<file path="src/rtl/instr_encoder_pkg.sv">
// Shared opcodes, descriptor kinds and FSM states for the instruction-memory loader.
// Opcode values match the main decoder so loaded programs execute unchanged.
package instr_pkg;

  localparam logic [5:0] OP_RTYPE = 6'b000000;
  localparam logic [5:0] OP_LW    = 6'b100011;
  localparam logic [5:0] OP_SW    = 6'b101011;
  localparam logic [5:0] OP_BEQ   = 6'b000100;
  localparam logic [5:0] OP_ADDI  = 6'b001000;
  localparam logic [5:0] OP_J     = 6'b000010;
  localparam logic [5:0] OP_LI    = 6'b010001;
  localparam logic [5:0] OP_STOP  = 6'b111111;

  localparam logic [31:0] STOP_WORD = {OP_STOP, 26'd0};

  typedef enum logic [2:0] {
    KIND_RTYPE = 3'd0,
    KIND_LW    = 3'd1,
    KIND_SW    = 3'd2,
    KIND_BEQ   = 3'd3,
    KIND_ADDI  = 3'd4,
    KIND_J     = 3'd5,
    KIND_LI    = 3'd6,
    KIND_RSVD  = 3'd7
  } kind_t;

  typedef enum logic [1:0] {
    ST_IDLE  = 2'd0,
    ST_WRITE = 2'd1,
    ST_TERM  = 2'd2,
    ST_DONE  = 2'd3
  } state_t;

  // I-format layout shared by loads, stores, branches and immediates.
  function automatic logic [31:0] packImm(
    input logic [5:0]  op,
    input logic [4:0]  rs,
    input logic [4:0]  rt,
    input logic [15:0] imm
  );
    return {op, rs, rt, imm};
  endfunction

endpackage

</file>
<file path="src/rtl/instr_encoder_if.sv">
// Descriptor handshake from the boot source plus the imem write port of the loader.
interface instr_encoder_if #(
  parameter int AW = 6
);

  logic          in_valid;
  logic          in_ready;
  logic [2:0]    in_kind;
  logic [4:0]    in_rs;
  logic [4:0]    in_rt;
  logic [4:0]    in_rd;
  logic [4:0]    in_shamt;
  logic [5:0]    in_funct;
  logic [15:0]   in_imm;
  logic [25:0]   in_target;
  logic          finish;
  logic          we;
  logic [AW-1:0] waddr;
  logic [31:0]   wdata;

  modport master (
    output in_valid, in_kind, in_rs, in_rt, in_rd, in_shamt, in_funct,
           in_imm, in_target, finish,
    input  in_ready, we, waddr, wdata
  );

  modport slave (
    input  in_valid, in_kind, in_rs, in_rt, in_rd, in_shamt, in_funct,
           in_imm, in_target, finish,
    output in_ready, we, waddr, wdata
  );

endinterface

</file>
<file path="src/rtl/instr_encoder_fields.sv">
// Combinational encoder: descriptor kind plus register/immediate fields to a 32-bit word.
module instr_fields_enc
  import instr_pkg::*;
(
  input  kind_t       kind_i,
  input  logic [4:0]  rs_i,
  input  logic [4:0]  rt_i,
  input  logic [4:0]  rd_i,
  input  logic [4:0]  shamt_i,
  input  logic [5:0]  funct_i,
  input  logic [15:0] imm_i,
  input  logic [25:0] target_i,
  output logic [31:0] word_o,
  output logic        illegal_o
);

  always_comb begin
    word_o    = 32'd0;
    illegal_o = 1'b0;
    case (kind_i)
      KIND_RTYPE: word_o = {OP_RTYPE, rs_i, rt_i, rd_i, shamt_i, funct_i};
      KIND_LW:    word_o = packImm(OP_LW, rs_i, rt_i, imm_i);
      KIND_SW:    word_o = packImm(OP_SW, rs_i, rt_i, imm_i);
      KIND_BEQ:   word_o = packImm(OP_BEQ, rs_i, rt_i, imm_i);
      KIND_ADDI:  word_o = packImm(OP_ADDI, rs_i, rt_i, imm_i);
      KIND_J:     word_o = {OP_J, target_i};
      // LI has no source operand, so the rs slot is forced to zero.
      KIND_LI:    word_o = packImm(OP_LI, 5'd0, rt_i, imm_i);
      KIND_RSVD:  illegal_o = 1'b1;
      default:    illegal_o = 1'b1;
    endcase
  end

endmodule

</file>
<file path="src/rtl/instr_encoder.sv">
// Instruction-memory loader: accepts field-wise descriptors, encodes them and writes
// them sequentially into imem, closing the program with a STOP word.
module instr_encoder
  import instr_pkg::*;
#(
  parameter int DEPTH = 64,
  parameter int AW    = $clog2(DEPTH)
) (
  input  logic          clk,
  input  logic          reset,
  input  logic          clear,
  instr_encoder_if.slave bus,
  output logic [AW:0]   count,
  output logic          full,
  output logic          done,
  output logic          err_illegal
);

  localparam logic [AW:0] LAST_SLOT = (AW+1)'(DEPTH - 1);
  localparam logic [AW:0] COUNT_ONE = (AW+1)'(1);

  state_t        state_q, state_d;
  logic [AW:0]   count_q, count_d;
  logic [AW-1:0] waddr_q, waddr_d;
  logic [31:0]   wdata_q, wdata_d;
  logic          errIllegal_q, errIllegal_d;
  logic          finishPending_q, finishPending_d;

  logic [31:0]   encWord;
  logic          encIllegal;
  logic          isFull;
  logic          inReady;
  logic          handshake;

  instr_fields_enc u_fields (
    .kind_i    (kind_t'(bus.in_kind)),
    .rs_i      (bus.in_rs),
    .rt_i      (bus.in_rt),
    .rd_i      (bus.in_rd),
    .shamt_i   (bus.in_shamt),
    .funct_i   (bus.in_funct),
    .imm_i     (bus.in_imm),
    .target_i  (bus.in_target),
    .word_o    (encWord),
    .illegal_o (encIllegal)
  );

  // The last slot is kept for STOP, so descriptors stall once only it remains.
  assign isFull    = (count_q == LAST_SLOT);
  assign inReady   = (state_q == ST_IDLE) && !isFull && !finishPending_q;
  assign handshake = bus.in_valid && inReady;

  always_comb begin
    state_d         = state_q;
    count_d         = count_q;
    waddr_d         = waddr_q;
    wdata_d         = wdata_q;
    errIllegal_d    = errIllegal_q;
    finishPending_d = finishPending_q;

    if (clear) begin
      state_d         = ST_IDLE;
      count_d         = '0;
      waddr_d         = '0;
      errIllegal_d    = 1'b0;
      finishPending_d = 1'b0;
    end else begin
      case (state_q)
        ST_IDLE: begin
          if (handshake) begin
            if (encIllegal) begin
              errIllegal_d = 1'b1;
            end else begin
              wdata_d = encWord;
              waddr_d = count_q[AW-1:0];
              state_d = ST_WRITE;
            end
            // A finish arriving with a descriptor is deferred until that word lands.
            if (bus.finish) begin
              finishPending_d = 1'b1;
            end
          end else if (bus.finish || finishPending_q) begin
            wdata_d         = STOP_WORD;
            waddr_d         = count_q[AW-1:0];
            finishPending_d = 1'b0;
            state_d         = ST_TERM;
          end
        end
        ST_WRITE: begin
          count_d = count_q + COUNT_ONE;
          state_d = ST_IDLE;
        end
        ST_TERM: begin
          count_d = count_q + COUNT_ONE;
          state_d = ST_DONE;
        end
        ST_DONE: begin
          state_d = ST_DONE;
        end
        default: begin
          state_d = ST_IDLE;
        end
      endcase
    end
  end

  always_ff @(posedge clk or negedge reset) begin
    if (!reset) begin
      state_q         <= ST_IDLE;
      count_q         <= '0;
      waddr_q         <= '0;
      wdata_q         <= '0;
      errIllegal_q    <= 1'b0;
      finishPending_q <= 1'b0;
    end else begin
      state_q         <= state_d;
      count_q         <= count_d;
      waddr_q         <= waddr_d;
      wdata_q         <= wdata_d;
      errIllegal_q    <= errIllegal_d;
      finishPending_q <= finishPending_d;
    end
  end

  // The write strobe follows the state directly so reset and clear kill it in the same cycle.
  assign bus.we       = ((state_q == ST_WRITE) || (state_q == ST_TERM)) && !clear;
  assign bus.waddr    = waddr_q;
  assign bus.wdata    = wdata_q;
  assign bus.in_ready = inReady;

  assign count       = count_q;
  assign full        = isFull;
  assign done        = (state_q == ST_DONE);
  assign err_illegal = errIllegal_q;

endmodule

</file>
<file path="src/flat_wrapper.sv">
// flat-port wrapper written by rule: the top's interface ports become plain ports
module instr_encoder_flat import instr_pkg::*;
#(
  parameter int DEPTH = 64,
  parameter int AW    = $clog2(DEPTH)
)
  (clk, reset, clear, count, full, done, err_illegal, bus_in_valid, bus_in_kind, bus_in_rs, bus_in_rt, bus_in_rd, bus_in_shamt, bus_in_funct, bus_in_imm, bus_in_target, bus_finish, bus_in_ready, bus_we, bus_waddr, bus_wdata);
  instr_encoder_if #(.AW(AW)) bus_i ();
  input  logic clk;
  input  logic reset;
  input  logic clear;
  output logic [AW:0] count;
  output logic full;
  output logic done;
  output logic err_illegal;
  input wire logic [$bits(bus_i.in_valid)-1:0] bus_in_valid;
  input wire logic [$bits(bus_i.in_kind)-1:0] bus_in_kind;
  input wire logic [$bits(bus_i.in_rs)-1:0] bus_in_rs;
  input wire logic [$bits(bus_i.in_rt)-1:0] bus_in_rt;
  input wire logic [$bits(bus_i.in_rd)-1:0] bus_in_rd;
  input wire logic [$bits(bus_i.in_shamt)-1:0] bus_in_shamt;
  input wire logic [$bits(bus_i.in_funct)-1:0] bus_in_funct;
  input wire logic [$bits(bus_i.in_imm)-1:0] bus_in_imm;
  input wire logic [$bits(bus_i.in_target)-1:0] bus_in_target;
  input wire logic [$bits(bus_i.finish)-1:0] bus_finish;
  output wire logic [$bits(bus_i.in_ready)-1:0] bus_in_ready;
  output wire logic [$bits(bus_i.we)-1:0] bus_we;
  output wire logic [$bits(bus_i.waddr)-1:0] bus_waddr;
  output wire logic [$bits(bus_i.wdata)-1:0] bus_wdata;
  assign bus_i.in_valid = bus_in_valid;
  assign bus_i.in_kind = bus_in_kind;
  assign bus_i.in_rs = bus_in_rs;
  assign bus_i.in_rt = bus_in_rt;
  assign bus_i.in_rd = bus_in_rd;
  assign bus_i.in_shamt = bus_in_shamt;
  assign bus_i.in_funct = bus_in_funct;
  assign bus_i.in_imm = bus_in_imm;
  assign bus_i.in_target = bus_in_target;
  assign bus_i.finish = bus_finish;
  assign bus_in_ready = bus_i.in_ready;
  assign bus_we = bus_i.we;
  assign bus_waddr = bus_i.waddr;
  assign bus_wdata = bus_i.wdata;
  instr_encoder #(.DEPTH(DEPTH), .AW(AW)) u_core (.clk(clk), .reset(reset), .clear(clear), .bus(bus_i), .count(count), .full(full), .done(done), .err_illegal(err_illegal));
endmodule
</file>
<file path="config.mk">
export PLATFORM = sky130hd
export DESIGN_NAME = instr_encoder_flat
export DESIGN_NICKNAME = d
export VERILOG_FILES = /design/src/rtl/instr_encoder_pkg.sv /design/src/rtl/instr_encoder_if.sv /design/src/rtl/instr_encoder_fields.sv /design/src/rtl/instr_encoder.sv /design/src/flat_wrapper.sv
export SDC_FILE = /design/constraint.sdc
export NUM_CORES = 1
export LEC_CHECK = 0
export CAP_MARGIN = 25
export CORE_AREA = 4 4 83 85
export DETAILED_ROUTE_END_ITERATION = 8
export DIE_AREA = 0 0 87 89
export DONT_BUFFER_PORTS = 1
export GPL_TIMING_DRIVEN = 0
export PLACE_DENSITY_LB_ADDON = 0.1
export SYNTH_ARGS = -nofsm -noshare
export SYNTH_HDL_FRONTEND = slang
export SYNTH_HIERARCHICAL = 1
export SYNTH_SLANG_ARGS = --single-unit
</file>
<file path="constraint.sdc">
create_clock -name clk -period 1.9 [get_ports clk]
set_input_delay 0.38 -clock clk [delete_from_list [all_inputs] [get_ports clk]]
set_output_delay 0.38 -clock clk [all_outputs]
set_load 0.02 [all_outputs]
</file>
# After elaboration in Yosys (flattened, before gate mapping)
# Index checks and enable logic that the tools add are counted.
# op_classes
mux	26
addsub	1
reduce_logical	24
bitwise	1
n_eq_ne	16
# ops
operator	count
32-bit one-hot mux with 7 select lines	1
32-bit 2-to-1 mux	3
6-bit 2-to-1 mux	5
7-bit 2-to-1 mux	2
3-bit equality test (second input constant)	4
1-bit 2-to-1 mux	10
2-bit nonzero test	5
3-bit AND reduction	3
2-bit 2-to-1 mux	4
7-bit by 1-bit adder with 7-bit output (second input constant)	1
7-bit by 6-bit equality test with 1-bit output (second input constant)	1
3-bit by 2-bit equality test with 1-bit output (second input constant)	2
3-bit != test (second input constant)	2
2-bit one-hot mux with 3 select lines	1
2-bit equality test (second input constant)	2
1-bit logical AND	4
4-bit by 3-bit != test with 1-bit output (second input constant)	1
4-bit != test (second input constant)	1
4-bit AND reduction	1
2-bit OR reduction	2
3-bit by 1-bit equality test with 1-bit output (second input constant)	1
1-bit logical NOT	3
3-bit logical NOT	1
3-bit nonzero test	1
other kinds (6)	7
# totals
reg_bits	49
input_bits	76
output_inout_bits	50

# Depth between registers and ports, before layout
# Gate-level depths: netlist of run 1.
# logic_depth
word_depth	8
depth_mapped	7
depth_no_buf	6

# By module
# Netlist of run 1, hierarchy kept.
# modules_own_cells
module	cells_per_inst	instances	area_per_inst_um2
instr_encoder	171	1	2159.6
instr_fields_enc	107	1	757.0

# Least setup slack after synthesis of run 1
# No wires, ideal clock.
# synth_timing
path_type	register -> register
from	reg u_core.count_q[0], in the netlist u_core/count[0]
to	reg u_core.wdata_q[26], in the netlist u_core/bus.wdata[26]
synth_period_minus_slack_ns	2.004
setup_slack_ns	-0.104
path_stages_with_launch	7
arrival_ns	1.883
path_buffers	1
cell_sequence	dfrtp_1 -> ha_1 -> nand2_1 -> nor2_1 -> or4_1 -> clkbuf_1 -> o22a_1
# synth_via
elab_chain_cells	7
word_cells_on_any_way	9
classes_between	eq/ne: 2; mux: 1; reduce/logical: 6
# synth_rtl
item	line_no	source
start, declared	instr_encoder.sv:23	logic [AW:0] count_q, count_d;
start signal, assigned	instr_encoder.sv:117	count_q <= count_d;
7-bit by 6-bit equality test with 1-bit output (*)	instr_encoder.sv:49	assign isFull = (count_q == LAST_SLOT);
net full	flat_wrapper.sv:13	output logic full;
1-bit logical NOT (*)	instr_encoder.sv:50	assign inReady = (state_q == ST_IDLE) && !isFull && !finishPending_q;
1-bit logical AND (*) (2 in a row)	instr_encoder.sv:50	
1-bit logical AND (*)	instr_encoder.sv:51	assign handshake = bus.in_valid && inReady;
2-bit != test (no source line) / 2-bit nonzero test (equally long branches)	n/a	
4-bit AND reduction (no source line)	n/a	
end signal, assigned	instr_encoder.sv:119	wdata_q <= wdata_d;
end, declared	instr_encoder.sv:25	logic [31:0] wdata_q, wdata_d;
# The timed path passes the listed nets; every way through them passes the cells marked *.
# A chain may end at the register's enable or synchronous reset.

# Worst setup path in the final report of run 1
# layout_timing
from	reg u_core.count_q[0], in the netlist u_core/count[0]
to	reg u_core.wdata_q[14], in the netlist u_core/bus.wdata[14]
# layout_via
elab_chain_cells	7
word_cells_on_any_way	9
classes_between	eq/ne: 2; mux: 1; reduce/logical: 6
# layout_rtl
item	line_no
7-bit by 6-bit equality test with 1-bit output (*)	instr_encoder.sv:49
1-bit logical NOT (*)	instr_encoder.sv:50
1-bit logical AND (*) (2 in a row)	instr_encoder.sv:50
1-bit logical AND (*)	instr_encoder.sv:51
2-bit != test (no source line) / 2-bit nonzero test (equally long branches)	n/a
4-bit AND reduction (no source line)	n/a
# Mark *: on every way between the ends. The rest lies on a longest branch, timed or not.

==> impl_metrics.yaml, run 1 <==
finish:
  fill_cells: 568
  antenna_cells: 0
  fin_area_sq_um: 3320
  area_delta_synth_final_pct: 13.7
  layout-drive-gt1-share_pct: 21.8
  regArea_sq_um: 1230
  multi_input_area_sq_um: 1600
  nets: 373
critical_path:
  crit_chain: "ha_4, nand2_4, o2111a_2, a211o_1, buf_6, buf_8, a22o_1"
  worstSetupEndpointType: "flop"
  crit_family: "compound AO/OA/AOI/OAI gates"
  reg2regPathDepth: 7
  r2r_setup_slack_ps: 10
  crit_start: "u_core/count[0]$_DFFE_PN0P_"
  slowest_stage: "dfrtp_2"
  worst_ep_arrival_time_ps: 2070
  cp-endpoint: "u_core/bus.wdata[14]$_DFFE_PN0P_"
  cp_max_fo: 10
  crit_path_start_kind: "flop"
  path_buf_inv: 2
  max_stage_delay_ps: 500
  path_class: "reg2reg"
  timing.rr.end: "u_core/bus.wdata[14]$_DFFE_PN0P_"
  crit_cells: 7
  r2r-start: "u_core/count[0]$_DFFE_PN0P_"
  required_ps: 2080
placed_design:
  post-place-ws_ps: -188
  io_buffers: 0
  place_congestion: 0.785
  dp_hpwl_um: 5540
  dpl-instance-area_sq_um: 3020
pwr:
  p_leak_nw: 1.45
  p_int_w: 0.00256
  switching_share_pct: 40.0
  combinationalPowerShare_pct: 32.7
  netSwitchingPower_w: 0.00171
  peakVddDrop_mv: 0.907
  powerDensity_nw_per_um2: 1290
  p_seq_share_pct: 49.2
  p_clk_share_pct: 18.1
detailed_routing:
  drc: 0
  dr.pass1.iters: 4
  ant_nets: 0
  via_count: 2234
  drt_iter0_drc: 106
  finalWirelength_um: 7380
  wl_per_cell_um: 19.9
  vias_per_cell: 6.04
job:
  maxCapViolCount: 0
floorplanning:
  coreArea_sq_um: 6200
  rows: 29
  fp.dieW_um: 87
  fp.dieH_um: 89
  io_pins: 126
  start_util_pct: 47.0
  dieArea_sq_um: 7740
clock_tree:
  worst_skew_pair.late_latency_ps: 300
  cts-root-buf: "clkbuf_8"
  tritoncts: "done"
  cts.sinks: 49
  cts_buffer_depth: 2
  clk_pin_slew_worst_paths_ps: 90
  htreeDepth: 2
  numCtsBuffers: 5
timing:
  tns_ps: 0
  tightest_slew_ps: 486
  relSlewSlack_pct: 67.6
  drv_slew: 0
  finalWorstSetupSlack_ps: 13.1
  max_freq_mhz: 530
  fin_skew_ps: 7.69
  rsz0062_at_grt: "true"
  fin_crit_sh_pct: 99.3
  setup_violations: 0
  fin_crit_ps: 1890
  hold-worst-slack_ps: 244
  final_hold_viol_count: 0
min_path:
  hp-class: "in2reg"
status:
  status: "finished clean"
global_route:
  grt_pass1_vias: 2256
  grt_overflow_total: 0
  antenna_found_initial: 0
  grt_pass1_wl_um: 11300
  grt_usage_pct: 18.6
  grt_max_degree: 50
synth:
  ys_ff_latch: 49
  synth_seq_area_share_pct: 42.0
  ys.flop_type: "dfrtp_1"
  syn_inst: 278
  synth_nets: 359
  syn_area_sq_um: 2920
  yosysWarnings: 6
  synth-edff-count: 0
  async_flop_share_pct: 100
  synth.distinct_cells: 42
  synth.avg_cell_area_sq_um: 10.5
-- per-stage QoR --
step	utilization (%)	power (W)	cells
final	53.4	0.00427	370
after global routing	53.4	0.00453	370
after CTS	52.6	0.00423	367
after detailed placement	48.7	0.00332	355
after global placement	48.7	0.00329	355
after floorplan	-	0.00303	278
-- worst min path at each step --
| stage | startpoint | end | slack [ps] | depth (start not counted) |
|---|---|---|---|---|
| 5_1_grt | clear | u_core/bus.waddr[0]$_DFFE_PN0P_ | 250 | 2 |
| 3_5_place_dp | reset | u_core/bus.wdata[20]$_DFFE_PN0P_ | 90 | 0 |
| 6_report | clear | u_core/bus.waddr[2]$_DFFE_PN0P_ | 240 | 2 |
| 4_1_cts | clear | u_core/bus.waddr[2]$_DFFE_PN0P_ | 240 | 2 |
| 3_3_place_gp | reset | u_core/bus.wdata[20]$_DFFE_PN0P_ | 90 | 0 |
| 2_1_floorplan | reset | u_core/bus.waddr[0]$_DFFE_PN0P_ | 80 | 0 |
-- placed cells by master (no fill, tap or decap), types with 6 or more instances in the layout --
| cell | synthesis | final |
|---|---|---|
| dfrtp_2 | 0 | 6 |
| buf_4 | 2 | 11 |
| o21ai_0 | 16 | 15 |
| clkbuf_8 | 0 | 6 |
| a22o_1 | 26 | 26 |
| nand2b_1 | 11 | 10 |
| a221oi_2 | 10 | 10 |
| nand2_1 | 21 | 20 |
| buf_2 | 8 | 6 |
| dfrtp_1 | 49 | 43 |
| a221oi_1 | 6 | 6 |
| nor2_1 | 12 | 11 |
| a21oi_1 | 20 | 20 |
| mux2i_1 | 25 | 25 |
| o22a_1 | 6 | 6 |
-- logic make-up (layout without fill, tap and decap cells) --
group	after synthesis	in the layout	share of synthesized area (%)
compound gates	92	92	25.1
mux	25	25	8.58
simple gates	74	74	14.6
fa+ha+maj	5	5	2.15
buf+inv	28	43	6.05
xor+xnor	5	5	1.50
flops	49	49	42.0
-- flip-flops by register name, summed over array words and instances, names as in the netlist --
signal,count
u_core/state_q,2
u_core/count,7
u_core/finishPending_q,1
u_core/bus.wdata,32
u_core/err_illegal,1
u_core/bus.waddr,6
-- worst register-to-register path, delay by kind of cell, from the launching register on --
kind,cells,cell delay [ps]
compound gates,3,730
flops,1,500
buf+inv,2,280
fa+ha+maj,1,190
simple gates,1,80
-- power by group through the flow --
stage               Clock (W)  Sequential [W]  Combinational, W
floorplan                   0         0.00201           0.00102
global placement            0         0.00212           0.00117
detailed placement          0         0.00212           0.00120
CTS                  0.000803         0.00211           0.00132
global route         0.000845         0.00215           0.00154
finish               0.000774         0.00210           0.00140
-- cell type report --
cell class                      count  area share, %
Timing Repair Buffer                9           2.72
Clock inverter                      1          0.906
Clock buffer                        7           2.60
Sequential cell                    49           37.2
Tap cell                           77           2.91
Multi-Input combinational cell    201           48.2
Buffer                             21           4.91
Inverter                            5          0.566
-- metal layers --
metal	track usage (%)	wire length [um]	vias to the layer above
met5	0	0	-
met4	4.25	38	0
met3	5.81	733	4
met2	33.4	3760	90
met1	21.6	2840	1070
li1	-	-	1070
-- repair_timing --
action                     CTS  global route
gates resized for setup     18             7
setup buffers                4             3
hold endpoints to repair    49             0
hold buffers                 2             0
setup endpoints to repair   37            35
pin swaps                    3             1
-- synth_stat cells, types with 3 or more instances --
| library cell | instances | area share [%] |
|---|---|---|
| a221oi_1 | 6 | 1.8 |
| a22o_1 | 26 | 7.8 |
| xor2_1 | 3 | 0.90 |
| ha_1 | 5 | 2.1 |
| nor2_1 | 12 | 1.5 |
| buf_6 | 7 | 2.7 |
| a21oi_1 | 20 | 3.4 |
| buf_2 | 8 | 1.4 |
| o22a_1 | 6 | 1.8 |
| mux2i_1 | 25 | 8.6 |
| inv_1 | 4 | 0.51 |
| a221oi_2 | 10 | 5.1 |
| or2b_1 | 4 | 1.0 |
| o21ai_0 | 16 | 2.7 |
| nand3b_1 | 5 | 1.3 |
| clkbuf_1 | 5 | 0.64 |
| dfrtp_1 | 49 | 42 |
| nor2b_1 | 3 | 0.64 |
| nand2b_1 | 11 | 2.4 |
| nand2_1 | 21 | 2.7 |
No activity file was read; power rests on OpenSTA's default activity.
==> inputs of run 2 (changes only) <==
--- a/config.mk
+++ b/config.mk
@@ -10,7 +10,6 @@
 export DETAILED_ROUTE_END_ITERATION = 8
 export DIE_AREA = 0 0 87 89
 export DONT_BUFFER_PORTS = 1
-export GPL_TIMING_DRIVEN = 0
 export PLACE_DENSITY_LB_ADDON = 0.1
 export SYNTH_ARGS = -nofsm -noshare
 export SYNTH_HDL_FRONTEND = slang
==> run 2 against run 1 <==
Clock skew is 0.88 ps higher. Hold slack worse by 110 ps. Register-to-register slack better by 20 ps. Critical endpoint is now u_core/state_q[1]$_DFFE_PN0P_. Largest cell class unchanged.
==> impl_metrics.yaml, run 2 (synthesis results as in run 1) <==
pwr:
  p_leak_nw: 1.40
  powerDensity_nw_per_um2: 1250
  peakVddDrop_mv: 0.824
placed_design:
  dpl-instance-area_sq_um: 3030
  place_congestion: 0.753
  io_buffers: 0
  dp_cells: 350
  dp_hpwl_um: 4920
critical_path:
  cp_max_fo: 5
  required_ps: 2110
  crit_family: "simple AND/OR/NAND/NOR gates"
  path_buf_inv: 1
  crit_chain: "ha_4, nand2_2, buf_4, or4_1, a31oi_1, mux2i_1"
  max_stage_delay_ps: 490
  r2r-start: "u_core/count[1]$_DFFE_PN0P_"
  path_class: "reg2reg"
  slowest_stage: "or4_1"
  crit_path_start_kind: "flop"
  r2r_setup_slack_ps: 30
  reg2regPathDepth: 6
  worst_ep_arrival_time_ps: 2080
  crit_cells: 6
  timing.rr.end: "u_core/state_q[1]$_DFFE_PN0P_"
  worstSetupEndpointType: "flop"
clock_tree:
  cts.sinks: 49
  clk_pin_slew_worst_paths_ps: 80
  worst_skew_pair.late_latency_ps: 300
  cts_buffer_depth: 2
  htreeDepth: 2
  tritoncts: "done"
  cts-root-buf: "clkbuf_8"
  numCtsBuffers: 5
finish:
  multi_input_area_sq_um: 1550
  stdcell_count: 364
  largest_reg_flops: 32
  nets: 367
  antenna_cells: 0
  area_delta_synth_final_pct: 9.87
  layout_common_cells: "dfrtp_1 (47), a22o_1 (26), mux2i_1 (25), nand2_1 (20), a21oi_1 (20)"
  regArea_sq_um: 1230
  layout_commonest_cell: "dfrtp_1"
  fill_cells: 572
  fin_area_sq_um: 3200
  layout-drive-gt1-share_pct: 18.1
floorplanning:
  fp.dieW_um: 87
  coreArea_sq_um: 6200
  io_pins: 126
  fp.dieH_um: 89
  dieArea_sq_um: 7740
  rows: 29
  start_util_pct: 47.0
timing:
  fin_crit_ps: 1870
  final_hold_viol_count: 0
  fin_crit_sh_pct: 98.4
  setup_violations: 0
  tightest_slew_ps: 975
  rsz0062_at_grt: "true"
  drv_slew: 0
  max_freq_mhz: 535
  relSlewSlack_pct: 34.7
  fin_skew_ps: 8.57
  tns_ps: 0
min_path:
  min_from: "clear"
  hp-class: "in2reg"
  holdPathEnd: "u_core/count[1]$_DFFE_PN0P_"
  hold_depth: 1
status:
  status: "finished clean"
global_route:
  grt_max_degree: 50
  grt_pass1_vias: 2117
  antenna_found_initial: 0
  grt_pass1_wl_um: 10600
  grt_usage_pct: 17.5
  grt_overflow_total: 0
detailed_routing:
  drt_iter0_drc: 87
  dr.pass1.iters: 4
  via_count: 2202
  wl_per_cell_um: 19.3
  drc: 0
  vias_per_cell: 6.05
  ant_nets: 0
  finalWirelength_um: 7010
job:
  maxCapViolCount: 0
run 2: per-layer routing:
metal | vias up | track usage (%) | wire (um)
met4 | 0 | 4.25 | 70
met2 | 85 | 28.2 | 3260
met3 | 5 | 5.81 | 665
li1 | 1060 | - | -
met1 | 1052 | 22.9 | 3010
met5 | - | 0 | 0
run 2: per-stage QoR:
step / worst slack, ps / hold slack (ps) / total power [W] / utilization, %
2_1_floorplan: 29.2 / 84.4 / 0.00303 / -
3_3_place_gp: 135 / 85.6 / 0.00333 / 48.8
3_5_place_dp: 111 / 85.7 / 0.00334 / 48.8
4_1_cts: 2.46 / 122 / 0.00399 / 50.9
5_1_grt: -21.3 / 106 / 0.00427 / 51.6
6_report: 30.4 / 133 / 0.00401 / 51.6
run 2: final cells by class:
| class | count | share of cell area, % |
|---|---|---|
| Multi-Input combinational cell | 201 | 48.3 |
| Sequential cell | 49 | 38.3 |
| Timing Repair Buffer | 24 | 7.22 |
| Tap cell | 77 | 3.01 |
| Clock buffer | 8 | 2.50 |
| Inverter | 5 | 0.586 |
run 2: worst max-delay path by stage:
| stage | endpoint | start | slack [ps] |
|---|---|---|---|
| floorplan | u_core/bus.wdata[26]$_DFFE_PN0P_ | u_core/count[0]$_DFFE_PN0P_ | 30 |
| global placement | u_core/bus.wdata[27]$_DFFE_PN0P_ | u_core/count[0]$_DFFE_PN0P_ | 130 |
| detailed placement | u_core/bus.wdata[27]$_DFFE_PN0P_ | u_core/count[0]$_DFFE_PN0P_ | 110 |
| CTS | bus_we | u_core/state_q[1]$_DFFE_PN0P_ | 2 |
| global route | u_core/state_q[1]$_DFFE_PN0P_ | u_core/count[1]$_DFFE_PN0P_ | -20 |
| finish | u_core/state_q[1]$_DFFE_PN0P_ | u_core/count[1]$_DFFE_PN0P_ | 30 |
run 2: power by group:
group / total [W] / switching [W] / internal [W]
Sequential: 0.00206 / 0.000669 / 0.00139
Clock: 0.000589 / 0.000327 / 0.000262
Combinational: 0.00136 / 0.000669 / 0.000688
run 2: timing repair:
action,CTS,global route
hold buffers,2,0
hold endpoints to repair,49,0
pin swaps,1,2
setup buffers,1,3
resized for setup,3,5
endpoints found under the setup margin,2,10
==> inputs of run 3 (changes only) <==
--- a/config.mk
+++ b/config.mk
@@ -13,5 +13,4 @@
 export PLACE_DENSITY_LB_ADDON = 0.1
 export SYNTH_ARGS = -nofsm -noshare
 export SYNTH_HDL_FRONTEND = slang
-export SYNTH_HIERARCHICAL = 1
 export SYNTH_SLANG_ARGS = --single-unit
==> run 3 against run 2 <==
Fmax fell by 1.9%. Setup slack got worse by 36 ps. Clock-buffer cell count fell by 2. Register-to-register slack got worse by 40 ps. First-iteration DRC count fell by 33%. Sequential cell count did not move. Design area rose by 4.9%. Via count rose by 3.0%. Clock power rose by 4.2%. The run now ends with setup timing left.
==> impl_metrics.yaml, run 3 <==
timing:
  finalWorstSetupSlack_ps: -6.04
  max_freq_mhz: 525
  fin_crit_sh_pct: 100
  setup_violations: 5
  relSlewSlack_pct: 67.8
  tightest_slew_ps: 470
  fin_crit_ps: 1910
  drv_slew: 0
  final_hold_viol_count: 0
  rsz0062_at_grt: "true"
  fin_skew_ps: 16.4
synth:
  synth_top_family_by_area: "compound AO/OA/AOI/OAI gates"
  synth_top_area_cell: "dfrtp_1"
  synth-edff-count: 0
  yosys.area_share.simple_pct: 11.1
  netlist_top_cells_count: "dfrtp_1 (49), mux2_2 (24), mux2i_1 (19), nand2_1 (18), clkbuf_1 (17)"
  ys_ff_latch: 49
  synth_compound_area_share_pct: 21.8
  yosysWarnings: 0
  synth.avg_cell_area_sq_um: 10.5
  syn_inst: 278
  synth_xor_area_share_pct: 1.50
  synth_top_area_share_pct: 42.0
  synth.distinct_cells: 45
  synth.area.mux_share_pct: 16.2
  post-synth-top-count-cell: "dfrtp_1"
  synth-adder-area-share_pct: 2.15
  synth_nets: 359
  synth_area_leaders: "dfrtp_1 (42%), mux2_2 (9.3%), mux2i_1 (6.5%)"
  synth_seq_area_share_pct: 42.0
  syn_area_sq_um: 2920
  ys.flop_type: "dfrtp_1"
  async_flop_share_pct: 100
finish:
  nets: 372
  layout_commonest_cell: "dfrtp_1"
  layout_common_cells: "dfrtp_1 (47), mux2_2 (24), buf_4 (23), mux2i_1 (19), nand2_1 (17)"
  regArea_sq_um: 1230
  layout-drive-gt1-share_pct: 25.7
  fin_area_sq_um: 3360
  area_delta_synth_final_pct: 15.2
  final_core_util_pct: 54.2
  fill_cells: 556
  largest_reg_flops: 32
  antenna_cells: 0
  multi_input_area_sq_um: 1620
pwr:
  peakVddDrop_mv: 0.783
  powerDensity_nw_per_um2: 1260
  p_leak_nw: 1.41
critical_path:
  reg2regPathDepth: 6
  timing.rr.end: "u_core.bus.wdata[13]$_DFFE_PN0P_"
  required_ps: 2080
  slowest_stage: "dfrtp_2"
  worstSetupEndpointType: "flop"
  cp_max_fo: 28
  r2r-start: "u_core.count[1]$_DFFE_PN0P_"
  path_buf_inv: 1
  crit_chain: "ha_4, nand3_4, o311a_4, nor3_4, buf_12, mux2_2"
  max_stage_delay_ps: 400
  crit_family: "flip-flops"
  r2r_setup_slack_ps: -6
  crit_cells: 6
  worst_ep_arrival_time_ps: 2090
  path_class: "reg2reg"
  crit_path_start_kind: "flop"
detailed_routing:
  dr.pass1.iters: 4
  wl_per_cell_um: 19.9
  vias_per_cell: 6.15
  drc: 0
  ant_nets: 0
  finalWirelength_um: 7340
  drt_iter0_drc: 58
  via_count: 2269
floorplanning:
  io_pins: 126
  rows: 29
  fp.dieH_um: 89
  dieArea_sq_um: 7740
  start_util_pct: 47.0
  fp.dieW_um: 87
  coreArea_sq_um: 6200
status:
  status: "complete, but fails checks"
  failed_checks: "setup timing"
placed_design:
  io_buffers: 0
  dp_hpwl_um: 5400
  dpl-instance-area_sq_um: 3200
  place_congestion: 0.733
clock_tree:
  htreeDepth: 2
  cts_buffer_depth: 2
  tritoncts: "done"
  numCtsBuffers: 5
  worst_skew_pair.late_latency_ps: 310
  clk_pin_slew_worst_paths_ps: 100
  cts.sinks: 49
  cts-root-buf: "clkbuf_8"
global_route:
  grt_pass1_vias: 2285
  grt_max_degree: 50
  antenna_found_initial: 0
  grt_overflow_total: 0
  grt_pass1_wl_um: 11400
  grt_usage_pct: 18.8
min_path:
  hold_depth: 1
  min_from: "clear"
  hp-class: "in2reg"
  holdPathEnd: "u_core.count[1]$_DFFE_PN0P_"
job:
  maxCapViolCount: 0
## run 3: worst max path at each step
stage | start | end | slack, ps
floorplan | u_core.count[0]$_DFFE_PN0P_ | u_core.bus.wdata[10]$_DFFE_PN0P_ | -180
global placement | u_core.finishPending_q$_DFFE_PN0P_ | u_core.bus.wdata[26]$_DFFE_PN0P_ | 40
detailed placement | u_core.finishPending_q$_DFFE_PN0P_ | u_core.bus.wdata[26]$_DFFE_PN0P_ | -20
CTS | u_core.count[1]$_DFFE_PN0P_ | u_core.bus.wdata[7]$_DFFE_PN0P_ | -20
global route | u_core.count[1]$_DFFE_PN0P_ | u_core.bus.wdata[13]$_DFFE_PN0P_ | -60
finish | u_core.count[1]$_DFFE_PN0P_ | u_core.bus.wdata[13]$_DFFE_PN0P_ | -6
## run 3: cells by family (layout without fill, tap and decap cells)
logic type,Yosys count,in the layout
flip-flops,49,49
AO/OA/AOI/OAI,82,82
XOR/XNOR,5,5
multiplexers,44,44
buffers and inverters,34,48
adder cells (fa/ha/maj),5,5
AND/OR/NAND/NOR,59,59
## run 3: final cells by class
class | count | share of cell area, %
Clock inverter | 2 | 0.447
Clock buffer | 6 | 2.16
Sequential cell | 49 | 36.6
Tap cell | 77 | 2.87
Multi-Input combinational cell | 195 | 48.1
Inverter | 11 | 1.23
Timing Repair Buffer | 29 | 8.64
## run 3: power breakdown
| part | switching, W | internal, W |
|---|---|---|
| registers | 0.000682 | 0.00140 |
| logic | 0.000742 | 0.000783 |
| clock network | 0.000354 | 0.000260 |
| total | 0.00178 | 0.00244 |
## run 3: through the flow
stage          std cells  worst slack, ps  hold WS [ps]  power, W  setup TNS (ps)
2_1_floorplan        278             -177          84.4   0.00307           -3380
3_3_place_gp         359             35.6          85.8   0.00354               0
3_5_place_dp         359            -15.3          85.8   0.00356           -15.3
4_1_cts              369            -17.3           111   0.00427            -163
5_1_grt              369            -60.6           108   0.00450           -1030
6_report             369            -6.04           120   0.00422           -22.2
## run 3: per-layer routing
layer / vias up / routed length, um / share of wire (%) / track usage [%]
met5: - / 0 / 0 / 0
met4: 0 / 37 / 0.50 / 4.82
met3: 5 / 748 / 10 / 5.16
met2: 99 / 3410 / 46 / 30.3
met1: 1074 / 3150 / 43 / 25.3
li1: 1091 / - / - / -
## run 3: what timing repair did
action                                 4_1_cts  5_1_grt
pin swaps                                    1        0
setup endpoints to repair                   23       26
endpoints found under the hold margin       49        0
gates resized for setup                      5        4
hold buffers                                 2        0
buffers inserted                             0        0
